==> config.mk <==
export PLATFORM = sky130hd
export DESIGN_NAME = ctrl_pipeline
export DESIGN_NICKNAME = d
export VERILOG_FILES = /design/src/rtl/ctrl_pipeline.sv
export SDC_FILE = /design/constraint.sdc
export NUM_CORES = 1
export LEC_CHECK = 0
export BUFFER_PORTS_ARGS = -buffer_cell sky130_fd_sc_hd__buf_2
export CAP_MARGIN = 10
export CORE_MARGIN = 2
export CORE_UTILIZATION = 45
export DETAILED_ROUTE_END_ITERATION = 16
export PLACE_DENSITY = 0.83
export SYNTH_ARGS = -nofsm -noshare
export SYNTH_HDL_FRONTEND = slang
export SYNTH_SLANG_ARGS = --single-unit
==> constraint.sdc <==
create_clock -name clk -period 1.5 [get_ports clk]
set_clock_uncertainty 0.05 [all_clocks]
set_input_delay 0.3 -clock clk [delete_from_list [all_inputs] [get_ports clk]]
set_output_delay 0.3 -clock clk [all_outputs]
set_load 0.01 [all_outputs]
==> src/rtl/ctrl_pipeline.sv <==
// rtl/ctrl_pipeline.sv - EX/MEM/WB control stage registers with load-use stall and forwarding selects
module ctrl_pipeline #(
  parameter int REG_ADDR_W = 5,
  parameter int ALU_OP_W   = 4,
  parameter int LINK_REG   = 31
) (
  input  logic                  clk,
  input  logic                  reset,
  input  logic                  d_valid,
  input  logic                  d_reg_write,
  input  logic                  d_mem_to_reg,
  input  logic                  d_mem_write,
  input  logic [ALU_OP_W-1:0]   d_alu_op,
  input  logic                  d_alu_src,
  input  logic                  d_reg_dest,
  input  logic                  d_jump_link,
  input  logic [REG_ADDR_W-1:0] d_rs,
  input  logic [REG_ADDR_W-1:0] d_rt,
  input  logic [REG_ADDR_W-1:0] d_rd,
  input  logic                  flush_e,
  output logic                  stall_fd,
  output logic [ALU_OP_W-1:0]   e_alu_op,
  output logic                  e_alu_src,
  output logic [1:0]            fwd_a_e,
  output logic [1:0]            fwd_b_e,
  output logic                  m_mem_write,
  output logic                  m_mem_to_reg,
  output logic                  w_reg_write,
  output logic                  w_mem_to_reg,
  output logic [REG_ADDR_W-1:0] w_write_reg
);

  localparam logic [REG_ADDR_W-1:0] LINK = REG_ADDR_W'(LINK_REG);

  logic                  e_valid, e_wen, e_mem_to_reg, e_mem_write;
  logic [REG_ADDR_W-1:0] e_wreg, e_rs, e_rt;
  logic                  m_wen;
  logic [REG_ADDR_W-1:0] m_wreg;

  logic                  d_wen, bubble;
  logic [REG_ADDR_W-1:0] d_wreg;

  always_comb begin
    d_wreg = d_jump_link ? LINK : (d_reg_dest ? d_rd : d_rt);
    d_wen  = d_valid & (d_reg_write | d_mem_to_reg) & ~d_mem_write;
    stall_fd = e_valid & e_mem_to_reg & (e_wreg != '0) & d_valid &
               ((d_rs == e_wreg) | (d_rt == e_wreg));
    bubble = stall_fd | flush_e | ~d_valid;
  end

  // MEM result takes priority over WB; register 0 is never forwarded.
  always_comb begin
    fwd_a_e = 2'b00;
    fwd_b_e = 2'b00;
    if (m_wen && m_wreg != '0 && m_wreg == e_rs)
      fwd_a_e = 2'b10;
    else if (w_reg_write && w_write_reg != '0 && w_write_reg == e_rs)
      fwd_a_e = 2'b01;
    if (m_wen && m_wreg != '0 && m_wreg == e_rt)
      fwd_b_e = 2'b10;
    else if (w_reg_write && w_write_reg != '0 && w_write_reg == e_rt)
      fwd_b_e = 2'b01;
  end

  always_ff @(posedge clk) begin
    if (reset) begin
      e_valid      <= 1'b0;
      e_wen        <= 1'b0;
      e_mem_to_reg <= 1'b0;
      e_mem_write  <= 1'b0;
      e_alu_op     <= '0;
      e_alu_src    <= 1'b0;
      e_wreg       <= '0;
      e_rs         <= '0;
      e_rt         <= '0;
      m_wen        <= 1'b0;
      m_wreg       <= '0;
      m_mem_write  <= 1'b0;
      m_mem_to_reg <= 1'b0;
      w_reg_write  <= 1'b0;
      w_mem_to_reg <= 1'b0;
      w_write_reg  <= '0;
    end else begin
      if (bubble) begin
        e_valid      <= 1'b0;
        e_wen        <= 1'b0;
        e_mem_to_reg <= 1'b0;
        e_mem_write  <= 1'b0;
        e_alu_op     <= '0;
        e_alu_src    <= 1'b0;
        e_wreg       <= '0;
        e_rs         <= '0;
        e_rt         <= '0;
      end else begin
        e_valid      <= 1'b1;
        e_wen        <= d_wen;
        e_mem_to_reg <= d_mem_to_reg;
        e_mem_write  <= d_mem_write;
        e_alu_op     <= d_alu_op;
        e_alu_src    <= d_alu_src;
        e_wreg       <= d_wreg;
        e_rs         <= d_rs;
        e_rt         <= d_rt;
      end
      m_wen        <= e_wen;
      m_wreg       <= e_wreg;
      m_mem_write  <= e_mem_write;
      m_mem_to_reg <= e_mem_to_reg;
      w_reg_write  <= m_wen;
      w_mem_to_reg <= m_mem_to_reg;
      w_write_reg  <= m_wreg;
    end
  end

endmodule

# ---- After elaboration in Yosys (flattened, before gate mapping)
# Index checks and enable logic that the tools add are counted.
dict set report op_classes {
  muxes 7
  n_bitwise 12
  reduce_logical 10
  eq_ne 6
}
# operator n
set ops {}
lappend ops {{$eq 5x5->1} 6}
lappend ops {{$reduce_bool 5->1} 3}
lappend ops {{$mux 5} 2}
lappend ops {{$and 1x1->1} 6}
lappend ops {{$logic_and 1x1->1} 6}
lappend ops {{$mux 2} 2}
lappend ops {{$or 1x1->1} 4}
lappend ops {{$mux 1} 3}
lappend ops {{$not 1->1} 2}
lappend ops {{$reduce_or 2->1} 1}
dict set report totals {
  word_cells 51
  reg_bits 39
  out_inout_bits 19
}

# ---- Depth between registers and ports, before layout
# Gate-level depths: netlist of the first run.
dict set report logic_depth {
  depth_word 7
  mapped_depth 5
  depth_no_buf 4
}

# ---- Least setup slack after synthesis of the first run
# Ideal clock, no wire load.
dict set report synth_path {
  kind {reg2out}
  startpoint {register m_wreg[1]}
  endpoint {output port fwd_a_e[0]}
  path_buffers 0
  arrival_time_ps 1463
  stages_incl_launch_ff 5
  path_slack_ps -313
  required_time_ps 1150
  path_cell_list {dfxtp_1 > or4_1 > o21ai_2 > nor4_1 > nor4_2}
}
dict set report synth_between {
  elab_chain_len 4
}
# item line_no
set synth_lines {}
lappend synth_lines {{from (decl)} 38} ;# logic [REG_ADDR_W-1:0] m_wreg;
lappend synth_lines {{from (signal assigned)} 106} ;# m_wreg <= e_wreg;
lappend synth_lines {{$reduce_bool 5->1} 55} ;# if (m_wen && m_wreg != '0 && m_wreg == e_rs)
lappend synth_lines {{$logic_and 1x1->1} 55}
lappend synth_lines {{$logic_and 1x1->1 (*)} 55}
lappend synth_lines {{$mux 2 (*)} 55}
lappend synth_lines {{to (decl)} 24} ;# output logic [1:0] fwd_a_e,
# Every way passes the cells marked *; elsewhere a longest branch is shown, timed or not.

# ---- Final worst setup path of the first run
dict set report layout_path {
  startpoint {register m_wreg[2]}
  endpoint {output port fwd_b_e[0]}
}
dict set report layout_between {
  elab_chain_len 4
}
# item line_no
set layout_lines {}
lappend layout_lines {{$reduce_bool 5->1} 59} ;# if (m_wen && m_wreg != '0 && m_wreg == e_rt)
lappend layout_lines {{$logic_and 1x1->1} 59}
lappend layout_lines {{$logic_and 1x1->1 (*)} 59}
lappend layout_lines {{$mux 2 (*)} 59}
lappend layout_lines {{to (decl)} 25} ;# output logic [1:0] fwd_b_e,
# Marks and branches as above.

==> impl_results.html, run 1 <==
<table>
<tr><th>Metric</th><th>Value</th></tr>
<tr><th colspan="2">Clock network</th></tr>
<tr><td>H-Tree Depth</td><td>2</td></tr>
<tr><td>Clock tree from TritonCTS</td><td>yes</td></tr>
<tr><td>CTS buffer count</td><td>5</td></tr>
<tr><td>Post-CTS clock slew at the launch and capture registers of the worst setup and hold paths</td><td>0.11 ns</td></tr>
<tr><td>CTS root buffer</td><td>clkbuf_4</td></tr>
<tr><td>Clk Latency, worst-skew pair</td><td>0.34 ns</td></tr>
<tr><td>Count of clock tree sinks</td><td>39</td></tr>
<tr><td>Number of hold-repair buffers added at the cts stage</td><td>0</td></tr>
<tr><td>Worst-case clock buffer depth</td><td>2</td></tr>
<tr><th colspan="2">Worst hold path</th></tr>
<tr><td>Hold path startpoint</td><td>d_mem_write</td></tr>
<tr><td>Hold path endpoint</td><td>e_wen$_SDFF_PP0_</td></tr>
<tr><td>Worst hold path cell count</td><td>2</td></tr>
<tr><td>Worst hold path class</td><td>in -&gt; reg</td></tr>
<tr><th colspan="2">Cells and area</th></tr>
<tr><td>Post-layout net count</td><td>268</td></tr>
<tr><td>Multi-input logic area</td><td>982 um2</td></tr>
<tr><td>Layout-stage area growth over the synthesis result</td><td>49.7%</td></tr>
<tr><td>Ant. Diodes</td><td>0</td></tr>
<tr><td>Final core utilization</td><td>71.7%</td></tr>
<tr><td>Count of filler cells inserted in the layout</td><td>233</td></tr>
<tr><td>Sequential cell area</td><td>818 um2</td></tr>
<tr><td>Final Cell Area</td><td>2430 um2</td></tr>
<tr><td>Proportion of layout cells with a drive suffix above 1</td><td>50.4%</td></tr>
<tr><th colspan="2">Global routing</th></tr>
<tr><td>Pin count of the biggest net entering global routing</td><td>16</td></tr>
<tr><td>Overall global routing resource usage</td><td>21.3%</td></tr>
<tr><td>First-pass GRT wire length</td><td>6510 um</td></tr>
<tr><td>GR Overflow Total</td><td>0</td></tr>
<tr><td>Vias in the first global route</td><td>1354</td></tr>
<tr><td>Initial antenna violation count</td><td>0</td></tr>
<tr><th colspan="2">STA</th></tr>
<tr><td>Setup Total Neg Slack</td><td>-2.86 ns</td></tr>
<tr><td>Transition time of the tightest slew-check pin</td><td>0.297 ns</td></tr>
<tr><td>Final number of max-transition violations</td><td>0</td></tr>
<tr><td>Worst hold margin</td><td>0.103 ns</td></tr>
<tr><td>Worst relative slew slack</td><td>80.1%</td></tr>
<tr><td>Worst setup slack after layout</td><td>-0.708 ns</td></tr>
<tr><td>F_max</td><td>453 MHz</td></tr>
<tr><td>Final setup violation count</td><td>5</td></tr>
<tr><td>Final critical-path share of the clock period</td><td>147%</td></tr>
<tr><td>Final-report hold violation count</td><td>0</td></tr>
<tr><td>RSZ-0062 raised after global routing</td><td>true</td></tr>
<tr><td>Final critical-path required period</td><td>2.21 ns</td></tr>
<tr><th colspan="2">Logic synthesis</th></tr>
<tr><td>Part of the Yosys area used for sequential elements</td><td>48.1%</td></tr>
<tr><td>Area share of the largest cell type after synthesis</td><td>48.1%</td></tr>
<tr><td>Post-synthesis cell count</td><td>168</td></tr>
<tr><td>Top cells by area, synth</td><td>dfxtp_1 48%, a211oi_1 9.2%, xnor2_1 8.6%, xor2_1 7.6%, nor2b_1 5.8%</td></tr>
<tr><td>Average instance area after synthesis</td><td>9.67 um2</td></tr>
<tr><td>Cell Area, Synth</td><td>1620 um2</td></tr>
<tr><td>Number of warnings reported in the yosys synthesis log</td><td>0</td></tr>
<tr><td>Most repeated cell in the gate-level netlist after synthesis</td><td>dfxtp_1</td></tr>
<tr><td>Commonest cells post-synth</td><td>39 x dfxtp_1, 20 x a211oi_1, 16 x xnor2_1</td></tr>
<tr><td>Fraction of synthesis flops using an asynchronous set or reset pin</td><td>0%</td></tr>
<tr><td>EDFF count, synth</td><td>0</td></tr>
<tr><td>Most used DFF post-synth</td><td>dfxtp_1</td></tr>
<tr><td>Count of state elements after synthesis</td><td>39</td></tr>
<tr><td>Cell type with the highest aggregate area in the netlist</td><td>dfxtp_1</td></tr>
<tr><td>Number of nets produced by synthesis</td><td>197</td></tr>
<tr><td>Synth unique cells</td><td>23</td></tr>
<tr><th colspan="2">Setup path</th></tr>
<tr><td>Highest-delay cell along the critical path</td><td>or4_4</td></tr>
<tr><td>Worst path required time</td><td>1.15 ns</td></tr>
<tr><td>Cells traversed along the worst timing path</td><td>or4_4 &gt; o21ai_4 &gt; nor4_4 &gt; nor4_4 &gt; buf_2</td></tr>
<tr><td>Crit path top cell by count</td><td>nor4_4</td></tr>
<tr><td>Endpoint arrival time on the critical path</td><td>1.86 ns</td></tr>
<tr><td>Worst setup EP type</td><td>output port</td></tr>
<tr><td>Worst flop-to-flop path endpoint</td><td>e_wen$_SDFF_PP0_</td></tr>
<tr><td>Minimum setup slack among reg-to-reg paths</td><td>0.04 ns</td></tr>
<tr><td>Critical path class</td><td>reg -&gt; out</td></tr>
<tr><td>Startpoint of the lowest-slack register-to-register path</td><td>e_wreg[1]$_SDFF_PP0_</td></tr>
<tr><td>Buffers &amp; Inverters on Critical Path</td><td>1</td></tr>
<tr><td>Biggest cell delay along the critical path</td><td>0.55 ns</td></tr>
<tr><td>Cell class contributing the biggest share of worst-path delay</td><td>simple AND/OR/NAND/NOR gates</td></tr>
<tr><td>Maximum fanout along the worst path</td><td>2</td></tr>
<tr><td>FF-to-FF path depth</td><td>6</td></tr>
<tr><td>Startpoint type of the worst setup path</td><td>flip-flop</td></tr>
<tr><th colspan="2">Floorplanning</th></tr>
<tr><td>X dimension of the die</td><td>64.1 um</td></tr>
<tr><td>Initial standard-cell utilization of the core</td><td>47.9%</td></tr>
<tr><td>Top-level I/O count</td><td>48</td></tr>
<tr><td>Die Height</td><td>64.1 um</td></tr>
<tr><td>FP Rows</td><td>21</td></tr>
<tr><td>Total Die Area</td><td>4110 um2</td></tr>
<tr><td>Core footprint</td><td>3390 um2</td></tr>
<tr><th colspan="2">Pwr</th></tr>
<tr><td>Cell leakage power</td><td>1.12 nW</td></tr>
<tr><td>Pwr per Cell Area</td><td>910 nW/um2</td></tr>
<tr><td>Maximum ir drop on the vdd rail</td><td>0.000744 V</td></tr>
<tr><th colspan="2">Place</th></tr>
<tr><td>Placed cell area</td><td>2130 um2</td></tr>
<tr><td>IO buf count</td><td>47</td></tr>
<tr><td>Global placement routability congestion</td><td>0.807</td></tr>
<tr><td>Post-DP HPWL</td><td>2790 um</td></tr>
<tr><th colspan="2">Routing</th></tr>
<tr><td>Initial drt markers</td><td>47</td></tr>
<tr><td>Post-DR vias/cell</td><td>5.11</td></tr>
<tr><td>Length of the first detailed-routing pass in iterations</td><td>4</td></tr>
<tr><td>Drt drc</td><td>0</td></tr>
<tr><td>Final ANT Viol Nets</td><td>0</td></tr>
<tr><td>Total number of vias</td><td>1462</td></tr>
<tr><td>Wire length reported by the detailed router</td><td>4340 um</td></tr>
<tr><td>Routed wirelength normalized by instance count</td><td>15.2 um</td></tr>
<tr><th colspan="2">Run</th></tr>
<tr><td>Maximum Capacitance Violations</td><td>0</td></tr>
<tr><th colspan="2">Run status</th></tr>
<tr><td>Failing checks</td><td>setup timing</td></tr>
<tr><td>Run status</td><td>finished with violations</td></tr>
</table>
[kinds of logic (layout without fill, tap and decap cells)]
| logic type | count (synthesis) | in the layout | share of synthesized area (%) |
|---|---|---|---|
| xor+xnor | 30 | 30 | 16.2 |
| compound gates | 33 | 33 | 14.2 |
| flops | 39 | 39 | 48.1 |
| buf+inv | 18 | 90 | 4.55 |
| simple gates | 48 | 48 | 17.0 |
[placed cells by master (no fill, tap or decap), drive strengths merged]
cell type,netlist,final
a2111oi,1,1
a211oi,20,20
a21oi,9,9
and2,1,1
buf,6,72
bufinv,0,2
clkbuf,2,6
dfxtp,39,39
inv,10,10
nand2,3,3
nand3,12,12
nor2,8,8
nor2b,15,15
nor3,1,1
nor4,4,4
o21ai,2,2
o22ai,1,1
or4,4,4
xnor2,16,16
xor2,14,14
[worst max-delay path by stage]
stage | endpoint | depth (start not counted) | slack (ns) | startpoint
6_report | fwd_b_e[0] | 5 | -0.71 | m_wreg[2]$_SDFF_PP0_
5_1_grt | fwd_b_e[0] | 5 | -0.80 | m_wreg[2]$_SDFF_PP0_
4_1_cts | fwd_a_e[0] | 4 | -0.68 | w_write_reg[2]$_SDFF_PP0_
3_5_place_dp | fwd_a_e[0] | 4 | -0.28 | w_write_reg[2]$_SDFF_PP0_
3_3_place_gp | fwd_b_e[0] | 4 | -0.27 | w_write_reg[1]$_SDFF_PP0_
2_1_floorplan | fwd_a_e[0] | 3 | -0.19 | w_write_reg[2]$_SDFF_PP0_
[worst reg2reg max path: cells and delay by family (launching register included)]
family                    cells  cell delay [ns]
DFF                           1             0.39
and+or+nand+nor               1             0.11
buffers and inverters         2             0.26
AOI/OAI and AO/OA             2             0.43
xor gates and xnor gates      1             0.13
[what timing repair did]
action                     CTS  global route
resized for setup           29            11
gates cloned                 0             0
setup buffers                1             0
pin swaps                   11             9
setup endpoints to repair    6             7
[final cells by class]
type,count,share of cell area (%)
clock inverters,2,2.47
repair buffers,72,17.9
inverters,10,1.54
clock buffers,6,1.70
flip-flops and latches,39,33.7
multi-input cells,111,40.4
well taps,46,2.37
[metrics by stage]
stage	std cells	worst slack [ns]	power, mW
after global routing	286	-0.796	2.29
after floorplan	168	-0.192	1.22
final	286	-0.708	2.21
after detailed placement	277	-0.284	1.32
after global placement	277	-0.272	1.31
after CTS	286	-0.678	2.19
[per-layer routing]
layer  GRT usage [%]  wire length [um]
met5               0                 0
met4            9.78                99
met3            5.81               188
met2            38.2              2330
met1            23.2              1720
[power breakdown]
part | switching, mW | internal (mW)
clock | 0.339 | 0.520
combinational | 0.140 | 0.136
sequential | 0.0256 | 1.05
total | 0.505 | 1.71
Note: power is estimated with default switching activity, not from simulation.
==> run 2: changes to the inputs <==
Settings changed: TNS_END_PERCENT from default to 20.
==> impl_results.html, run 2 (same netlist as run 1, synthesis figures left out) <==
<table>
<tr><th>Metric</th><th>Value</th></tr>
<tr><th colspan="2">Global routing</th></tr>
<tr><td>Overall global routing resource usage</td><td>17.9% (-3.5 points)</td></tr>
<tr><td>Initial antenna violation count</td><td>0 (unchanged)</td></tr>
<tr><td>Vias in the first global route</td><td>1288 (-4.9%)</td></tr>
<tr><td>GR Overflow Total</td><td>0 (unchanged)</td></tr>
<tr><td>First-pass GRT wire length</td><td>5570 um (-15%)</td></tr>
<tr><td>Pin count of the biggest net entering global routing</td><td>16 (unchanged)</td></tr>
<tr><th colspan="2">Cells and area</th></tr>
<tr><td>Ant. Diodes</td><td>0 (unchanged)</td></tr>
<tr><td>Post-layout net count</td><td>265 (-1.1%)</td></tr>
<tr><td>Proportion of layout cells with a drive suffix above 1</td><td>40.9% (-9.5 points)</td></tr>
<tr><td>Final Cell Area</td><td>2200 um2 (-9.6%)</td></tr>
<tr><td>Layout-stage area growth over the synthesis result</td><td>35.4%</td></tr>
<tr><td>Multi-input logic area</td><td>813 um2 (-17%)</td></tr>
<tr><td>Most common library cell in the layout ignoring fill and taps</td><td>buf_2</td></tr>
<tr><td>Count of filler cells inserted in the layout</td><td>282 (+21%)</td></tr>
<tr><td>Sequential cell area</td><td>803 um2 (-1.8%)</td></tr>
<tr><td>Most frequent cells in the layout</td><td>47 x buf_2, 29 x dfxtp_1, 22 x buf_4</td></tr>
<tr><th colspan="2">Clock network</th></tr>
<tr><td>Worst-case clock buffer depth</td><td>2 (unchanged)</td></tr>
<tr><td>Post-CTS clock slew at the launch and capture registers of the worst setup and hold paths</td><td>0.12 ns (about the same)</td></tr>
<tr><td>Post-CTS repair timing setup buffer count</td><td>0 (-1)</td></tr>
<tr><td>Clk Latency, worst-skew pair</td><td>0.34 ns (about the same)</td></tr>
<tr><td>Number of hold-repair buffers added at the cts stage</td><td>0 (unchanged)</td></tr>
<tr><td>Clock tree from TritonCTS</td><td>yes</td></tr>
<tr><td>CTS root buffer</td><td>clkbuf_4</td></tr>
<tr><td>CTS buffer count</td><td>5 (unchanged)</td></tr>
<tr><td>Count of clock tree sinks</td><td>39 (unchanged)</td></tr>
<tr><td>H-Tree Depth</td><td>2 (unchanged)</td></tr>
<tr><th colspan="2">Routing</th></tr>
<tr><td>Drt drc</td><td>0 (unchanged)</td></tr>
<tr><td>Post-DR vias/cell</td><td>4.87 (-4.7%)</td></tr>
<tr><td>Routed wirelength normalized by instance count</td><td>12.2 um (-20%)</td></tr>
<tr><td>Final ANT Viol Nets</td><td>0 (unchanged)</td></tr>
<tr><td>Initial drt markers</td><td>29 (-38%)</td></tr>
<tr><td>Total number of vias</td><td>1379 (-5.7%)</td></tr>
<tr><td>Length of the first detailed-routing pass in iterations</td><td>4 (unchanged)</td></tr>
<tr><td>Wire length reported by the detailed router</td><td>3450 um (-20%)</td></tr>
<tr><th colspan="2">Setup path</th></tr>
<tr><td>Endpoint arrival time on the critical path</td><td>1.81 ns (-0.05 ns)</td></tr>
<tr><td>Startpoint of the lowest-slack register-to-register path</td><td>e_wreg[0]$_SDFF_PP0_</td></tr>
<tr><td>Maximum fanout along the worst path</td><td>4 (+2)</td></tr>
<tr><td>FF-to-FF path depth</td><td>5 (-1)</td></tr>
<tr><td>Minimum setup slack among reg-to-reg paths</td><td>0.14 ns (+0.10 ns)</td></tr>
<tr><td>Startpoint type of the worst setup path</td><td>flip-flop</td></tr>
<tr><td>Critical path class</td><td>reg -&gt; out</td></tr>
<tr><td>Worst setup EP type</td><td>output port</td></tr>
<tr><td>Worst path required time</td><td>1.15 ns (about the same)</td></tr>
<tr><td>Worst flop-to-flop path endpoint</td><td>e_wen$_SDFF_PP0_</td></tr>
<tr><th colspan="2">Worst hold path</th></tr>
<tr><td>Hold path endpoint</td><td>e_wen$_SDFF_PP0_</td></tr>
<tr><td>Hold path startpoint</td><td>d_mem_write</td></tr>
<tr><td>Worst hold path class</td><td>in -&gt; reg</td></tr>
<tr><td>Worst hold path cell count</td><td>2 (unchanged)</td></tr>
<tr><th colspan="2">Floorplanning</th></tr>
<tr><td>Top-level I/O count</td><td>48 (unchanged)</td></tr>
<tr><td>X dimension of the die</td><td>64.1 um (unchanged)</td></tr>
<tr><td>Core footprint</td><td>3390 um2 (unchanged)</td></tr>
<tr><td>FP Rows</td><td>21 (unchanged)</td></tr>
<tr><td>Die Height</td><td>64.1 um (unchanged)</td></tr>
<tr><td>Initial standard-cell utilization of the core</td><td>47.9% (unchanged)</td></tr>
<tr><td>Total Die Area</td><td>4110 um2 (unchanged)</td></tr>
<tr><th colspan="2">Place</th></tr>
<tr><td>Global placement routability congestion</td><td>0.775 (-4.0%)</td></tr>
<tr><td>Placed cell area</td><td>2100 um2 (-1.2%)</td></tr>
<tr><td>IO buf count</td><td>47 (unchanged)</td></tr>
<tr><td>Post-DP HPWL</td><td>2670 um (-4.3%)</td></tr>
<tr><th colspan="2">Pwr</th></tr>
<tr><td>Part of the power in combinational logic</td><td>10.6% (-1.9 points)</td></tr>
<tr><td>Pwr per Cell Area</td><td>918 nW/um2 (+0.85%)</td></tr>
<tr><td>Switching share of power</td><td>22.8% (+0.023 points)</td></tr>
<tr><td>Clk pwr share</td><td>36.1% (-2.7 points)</td></tr>
<tr><td>Sequential share of power</td><td>53.3% (+4.6 points)</td></tr>
<tr><td>Cell leakage power</td><td>1.04 nW (-7.1%)</td></tr>
<tr><td>Net Sw Power</td><td>461 uW (-8.7%)</td></tr>
<tr><td>Total power after layout</td><td>2.02 mW (-8.8%)</td></tr>
<tr><td>Internal Pwr Total</td><td>1.56 mW (-8.8%)</td></tr>
<tr><td>Maximum ir drop on the vdd rail</td><td>0.000879 V (+18%)</td></tr>
<tr><th colspan="2">STA</th></tr>
<tr><td>RSZ-0062 raised after global routing</td><td>true</td></tr>
<tr><td>Final-report hold violation count</td><td>0 (unchanged)</td></tr>
<tr><td>Worst relative slew slack</td><td>73.8% (-6.2 points)</td></tr>
<tr><td>Final critical-path share of the clock period</td><td>144% (-2.9 points)</td></tr>
<tr><td>Final setup violation count</td><td>5 (unchanged)</td></tr>
<tr><td>Worst setup slack after layout</td><td>-0.664 ns (+0.0442 ns)</td></tr>
<tr><td>Final critical-path required period</td><td>2.16 ns (-0.0442 ns)</td></tr>
<tr><td>Final number of max-transition violations</td><td>0 (unchanged)</td></tr>
<tr><td>F_max</td><td>462 MHz (+2.0%)</td></tr>
<tr><td>Transition time of the tightest slew-check pin</td><td>0.389 ns (+0.0925 ns)</td></tr>
<tr><th colspan="2">Run status</th></tr>
<tr><td>Run status</td><td>finished with violations</td></tr>
<tr><td>Failing checks</td><td>setup timing</td></tr>
<tr><th colspan="2">Run</th></tr>
<tr><td>Maximum Capacitance Violations</td><td>0 (unchanged)</td></tr>
</table>
run 2: cell count changes in the layout (fill, tap and decap cells not counted), sizes merged:
cell	previous run	this run
clkinv	0	1
bufinv	2	1
buf	72	69
run 2: repair_timing:
item                       CTS  global route
pin swaps                    1             0
gates resized for setup      5             2
setup endpoints to repair    6             6
gates cloned                 0             0
run 2: how the worst max path moves through the flow:
| stage | slack, ns | from | to | cells past startpoint |
|---|---|---|---|---|
| final | -0.66 | w_write_reg[0]$_SDFF_PP0_ | fwd_b_e[0] | 4 |
| after global routing | -0.76 | w_write_reg[0]$_SDFF_PP0_ | fwd_b_e[0] | 4 |
| after CTS | -0.68 | w_write_reg[0]$_SDFF_PP0_ | fwd_b_e[0] | 4 |
| after detailed placement | -0.29 | w_write_reg[1]$_SDFF_PP0_ | fwd_b_e[0] | 4 |
| after global placement | -0.27 | w_write_reg[1]$_SDFF_PP0_ | fwd_b_e[0] | 4 |
| after floorplan | -0.19 | w_write_reg[2]$_SDFF_PP0_ | fwd_a_e[0] | 3 |
run 2: per-layer routing:
layer | vias to the layer above | share of wire (%) | GRT usage, % | routed length (um)
met5 | - | 0 | 0 | 0
met4 | 0 | 1.6 | 6.52 | 56
met3 | 5 | 6.1 | 5.46 | 210
met2 | 52 | 49 | 30.2 | 1690
met1 | 603 | 43 | 21.2 | 1490
li1 | 719 | - | - | -
run 2: power by group through the flow:
stage	clock network, mW	registers [mW]	logic, mW
final	0.729	1.08	0.213
after floorplan	0	1.10	0.114
after detailed placement	0	1.10	0.211
after global routing	0.786	1.08	0.237
after global placement	0	1.10	0.208
after CTS	0.738	1.08	0.213
run 2: critical path: stages, from the launching register on:
cell,delay (ns)
dfxtp_2,0.36
xor2_1,0.14
or4_4,0.54
nor4_4,0.27
buf_2,0.16
run 2: cell type report:
cell class,instances,share of cell area (%)
Multi-Input combinational cell,111,37.0
Sequential cell,39,36.5
Timing Repair Buffer,69,18.2
Tap cell,46,2.62
Clock buffer,6,2.33
Inverter,10,1.71
Clock inverter,2,1.59
run 2: per-stage QoR:
stage / setup WS, ns / hold WS (ns) / cells / setup TNS, ns / utilization [%]
after floorplan: -0.192 / 0.312 / 168 / -0.477 / -
after global placement: -0.270 / 0.372 / 275 / -0.845 / 61.9
after detailed placement: -0.295 / 0.378 / 275 / -1.06 / 61.9
after CTS: -0.677 / 0.0817 / 283 / -2.80 / 64.7
after global routing: -0.760 / 0.0634 / 283 / -3.24 / 64.9
final: -0.664 / 0.0759 / 283 / -2.69 / 64.9
==> run 3: changes to the inputs <==
Settings changed: PLACE_DENSITY 0.83 to 0.74.
==> impl_results.html, run 3 (same netlist as run 1, synthesis figures left out) <==
<table>
<tr><th>Metric</th><th>Value</th></tr>
<tr><th colspan="2">STA</th></tr>
<tr><td>Worst setup slack after layout</td><td>-0.682 ns (-0.0189 ns)</td></tr>
<tr><td>Setup Total Neg Slack</td><td>-2.65 ns (+0.0383 ns)</td></tr>
<tr><td>RSZ-0062 raised after global routing</td><td>true</td></tr>
<tr><td>Final critical-path share of the clock period</td><td>145% (+1.3 points)</td></tr>
<tr><td>Final setup violation count</td><td>5 (unchanged)</td></tr>
<tr><td>Transition time of the tightest slew-check pin</td><td>0.385 ns (-0.00468 ns)</td></tr>
<tr><td>F_max</td><td>458 MHz (-0.86%)</td></tr>
<tr><td>Worst relative slew slack</td><td>74.3% (+0.46 points)</td></tr>
<tr><td>Final number of max-transition violations</td><td>0 (unchanged)</td></tr>
<tr><td>Final-report hold violation count</td><td>0 (unchanged)</td></tr>
<tr><td>Worst hold margin</td><td>0.0813 ns (+0.00538 ns)</td></tr>
<tr><td>Final critical-path required period</td><td>2.18 ns (+0.0189 ns)</td></tr>
<tr><th colspan="2">Setup path</th></tr>
<tr><td>Critical path class</td><td>reg -&gt; out</td></tr>
<tr><td>Maximum fanout along the worst path</td><td>4 (unchanged)</td></tr>
<tr><td>Worst path required time</td><td>1.15 ns (about the same)</td></tr>
<tr><td>Cells traversed along the worst timing path</td><td>xor2_1 &gt; or4_4 &gt; nor4_4 &gt; buf_2</td></tr>
<tr><td>Minimum setup slack among reg-to-reg paths</td><td>0.11 ns (-0.03 ns)</td></tr>
<tr><td>Worst setup EP type</td><td>output port</td></tr>
<tr><td>Biggest cell delay along the critical path</td><td>0.54 ns (about the same)</td></tr>
<tr><td>Highest-delay cell along the critical path</td><td>or4_4</td></tr>
<tr><td>Endpoint arrival time on the critical path</td><td>1.83 ns (+0.02 ns)</td></tr>
<tr><td>Startpoint type of the worst setup path</td><td>flip-flop</td></tr>
<tr><th colspan="2">Pwr</th></tr>
<tr><td>Total power after layout</td><td>2.14 mW (+6.1%)</td></tr>
<tr><td>Clk pwr share</td><td>39.7% (+3.6 points)</td></tr>
<tr><td>Internal Pwr Total</td><td>1.68 mW (+8.1%)</td></tr>
<tr><td>Part of the power in combinational logic</td><td>10.0% (-0.6 points)</td></tr>
<tr><td>Cell leakage power</td><td>1.04 nW (-0.11%)</td></tr>
<tr><td>Net Sw Power</td><td>459 uW (-0.49%)</td></tr>
<tr><td>Maximum ir drop on the vdd rail</td><td>0.000600 V (-32%)</td></tr>
<tr><td>Sequential share of power</td><td>50.2% (-3.1 points)</td></tr>
<tr><td>Pwr per Cell Area</td><td>967 nW/um2 (+5.4%)</td></tr>
<tr><td>Switching share of power</td><td>21.4% (-1.4 points)</td></tr>
<tr><th colspan="2">Cells and area</th></tr>
<tr><td>Proportion of layout cells with a drive suffix above 1</td><td>40.7% (-0.25 points)</td></tr>
<tr><td>Post-layout net count</td><td>264 (-0.38%)</td></tr>
<tr><td>Most frequent cells in the layout</td><td>47 x buf_2, 28 x dfxtp_1, 21 x buf_4</td></tr>
<tr><td>Post-Layout Cell Count</td><td>282 (-0.35%)</td></tr>
<tr><td>Most common library cell in the layout ignoring fill and taps</td><td>buf_2</td></tr>
<tr><td>Ant. Diodes</td><td>0 (unchanged)</td></tr>
<tr><td>Layout-stage area growth over the synthesis result</td><td>36.4%</td></tr>
<tr><th colspan="2">Place</th></tr>
<tr><td>Number of cells after detailed placement</td><td>274 (-0.36%)</td></tr>
<tr><td>Post-DP HPWL</td><td>2740 um (+2.6%)</td></tr>
<tr><td>Global placement routability congestion</td><td>0.806 (+4.0%)</td></tr>
<tr><td>IO buf count</td><td>47 (unchanged)</td></tr>
<tr><th colspan="2">Global routing</th></tr>
<tr><td>Pin count of the biggest net entering global routing</td><td>21 (+5)</td></tr>
<tr><td>Vias in the first global route</td><td>1289 (+0.078%)</td></tr>
<tr><td>Initial antenna violation count</td><td>0 (unchanged)</td></tr>
<tr><td>Overall global routing resource usage</td><td>18.9% (+1.1 points)</td></tr>
<tr><td>First-pass GRT wire length</td><td>5890 um (+5.7%)</td></tr>
<tr><td>GR Overflow Total</td><td>0 (unchanged)</td></tr>
<tr><th colspan="2">Routing</th></tr>
<tr><td>Metal1 wirelength</td><td>1590 um (+6.6%)</td></tr>
<tr><td>Total number of vias</td><td>1334 (-3.3%)</td></tr>
<tr><td>Drt drc</td><td>0 (unchanged)</td></tr>
<tr><td>WL met3</td><td>164 um (-22%)</td></tr>
<tr><td>Wire length reported by the detailed router</td><td>3550 um (+3.0%)</td></tr>
<tr><td>Length of the first detailed-routing pass in iterations</td><td>4 (unchanged)</td></tr>
<tr><td>Initial drt markers</td><td>18 (-38%)</td></tr>
<tr><td>Met2 wire len</td><td>1770 um (+4.3%)</td></tr>
<tr><td>Final ANT Viol Nets</td><td>0 (unchanged)</td></tr>
<tr><td>Uppermost routed layer</td><td>met4</td></tr>
<tr><td>Routed wirelength normalized by instance count</td><td>12.6 um (+3.4%)</td></tr>
<tr><td>Post-DR vias/cell</td><td>4.73 (-2.9%)</td></tr>
<tr><th colspan="2">Clock network</th></tr>
<tr><td>CTS buffer count</td><td>5 (unchanged)</td></tr>
<tr><td>H-Tree Depth</td><td>2 (unchanged)</td></tr>
<tr><td>Count of clock tree sinks</td><td>39 (unchanged)</td></tr>
<tr><td>Post-CTS clock slew at the launch and capture registers of the worst setup and hold paths</td><td>0.11 ns (about the same)</td></tr>
<tr><td>Clk Latency, worst-skew pair</td><td>0.34 ns (about the same)</td></tr>
<tr><td>Number of hold-repair buffers added at the cts stage</td><td>0 (unchanged)</td></tr>
<tr><td>CTS root buffer</td><td>clkbuf_4</td></tr>
<tr><td>Worst-case clock buffer depth</td><td>2 (unchanged)</td></tr>
<tr><td>Clock tree from TritonCTS</td><td>yes</td></tr>
<tr><th colspan="2">Floorplanning</th></tr>
<tr><td>Initial standard-cell utilization of the core</td><td>47.9% (unchanged)</td></tr>
<tr><td>Core footprint</td><td>3390 um2 (unchanged)</td></tr>
<tr><td>Total Die Area</td><td>4110 um2 (unchanged)</td></tr>
<tr><td>Top-level I/O count</td><td>48 (unchanged)</td></tr>
<tr><td>FP Rows</td><td>21 (unchanged)</td></tr>
<tr><td>Die Height</td><td>64.1 um (unchanged)</td></tr>
<tr><td>X dimension of the die</td><td>64.1 um (unchanged)</td></tr>
<tr><th colspan="2">Run status</th></tr>
<tr><td>Failing checks</td><td>setup timing</td></tr>
<tr><td>Run status</td><td>finished with violations</td></tr>
<tr><th colspan="2">Worst hold path</th></tr>
<tr><td>Worst hold path class</td><td>in -&gt; reg</td></tr>
<tr><th colspan="2">Run</th></tr>
<tr><td>Maximum Capacitance Violations</td><td>0 (unchanged)</td></tr>
</table>
-- run 3: worst paths after layout --
kind | from | cells past startpoint | to
worst max-delay path | w_write_reg[0]$_SDFF_PP0_ | 4 | fwd_b_e[0]
worst min-delay path | d_mem_write | 2 | e_wen$_SDFF_PP0_
worst max register to register | e_wreg[2]$_SDFF_PP0_ | 5 | e_wen$_SDFF_PP0_
worst min register to register | e_mem_write$_SDFF_PP0_ | 1 | m_mem_write$_SDFF_PP0_
-- run 3: power by group through the flow --
stage	sequential [mW]	clock (mW)	combinational, mW
after global routing	1.08	0.915	0.239
final	1.08	0.851	0.215
after CTS	1.08	0.870	0.216
after detailed placement	1.10	0	0.212
after global placement	1.10	0	0.210
after floorplan	1.10	0	0.114
-- run 3: repair_timing --
action,in CTS,in global routing
buffers inserted,0,0
cloned,0,0
gates resized for setup,7,2
pin swaps,6,0
setup endpoints to repair,6,6
-- run 3: worst max-delay path: cells and delay by family (launching register included) --
family	cells	cell delay, ns
and+or+nand+nor	2	0.82
DFF	1	0.36
buffers and inverters	1	0.17
xor gates and xnor gates	1	0.14
-- run 3: per-layer routing --
metal	track usage [%]	vias up
met5	0	-
met2	32.2	32
met4	7.34	0
met3	5.46	5
met1	22.3	583
li1	-	714
-- run 3: cell type report --
class / count / area [um2]
Sequential cell: 39 / 805
Timing Repair Buffer: 68 / 393
Fill cell: 284 / 1170
Inverter: 10 / 37.5
Tap cell: 46 / 57.6
Clock inverter: 2 / 60.1
Clock buffer: 6 / 41.3
Multi-Input combinational cell: 111 / 821
-- run 3: per-stage QoR --
step	utilization [%]	instance area [um2]	setup WS [ns]
5_1_grt	65.3	2210	-0.769
4_1_cts	65.3	2210	-0.704
3_5_place_dp	61.7	2090	-0.312
6_report	65.3	2210	-0.682
3_3_place_gp	61.7	2090	-0.271
2_1_floorplan	-	1680	-0.192
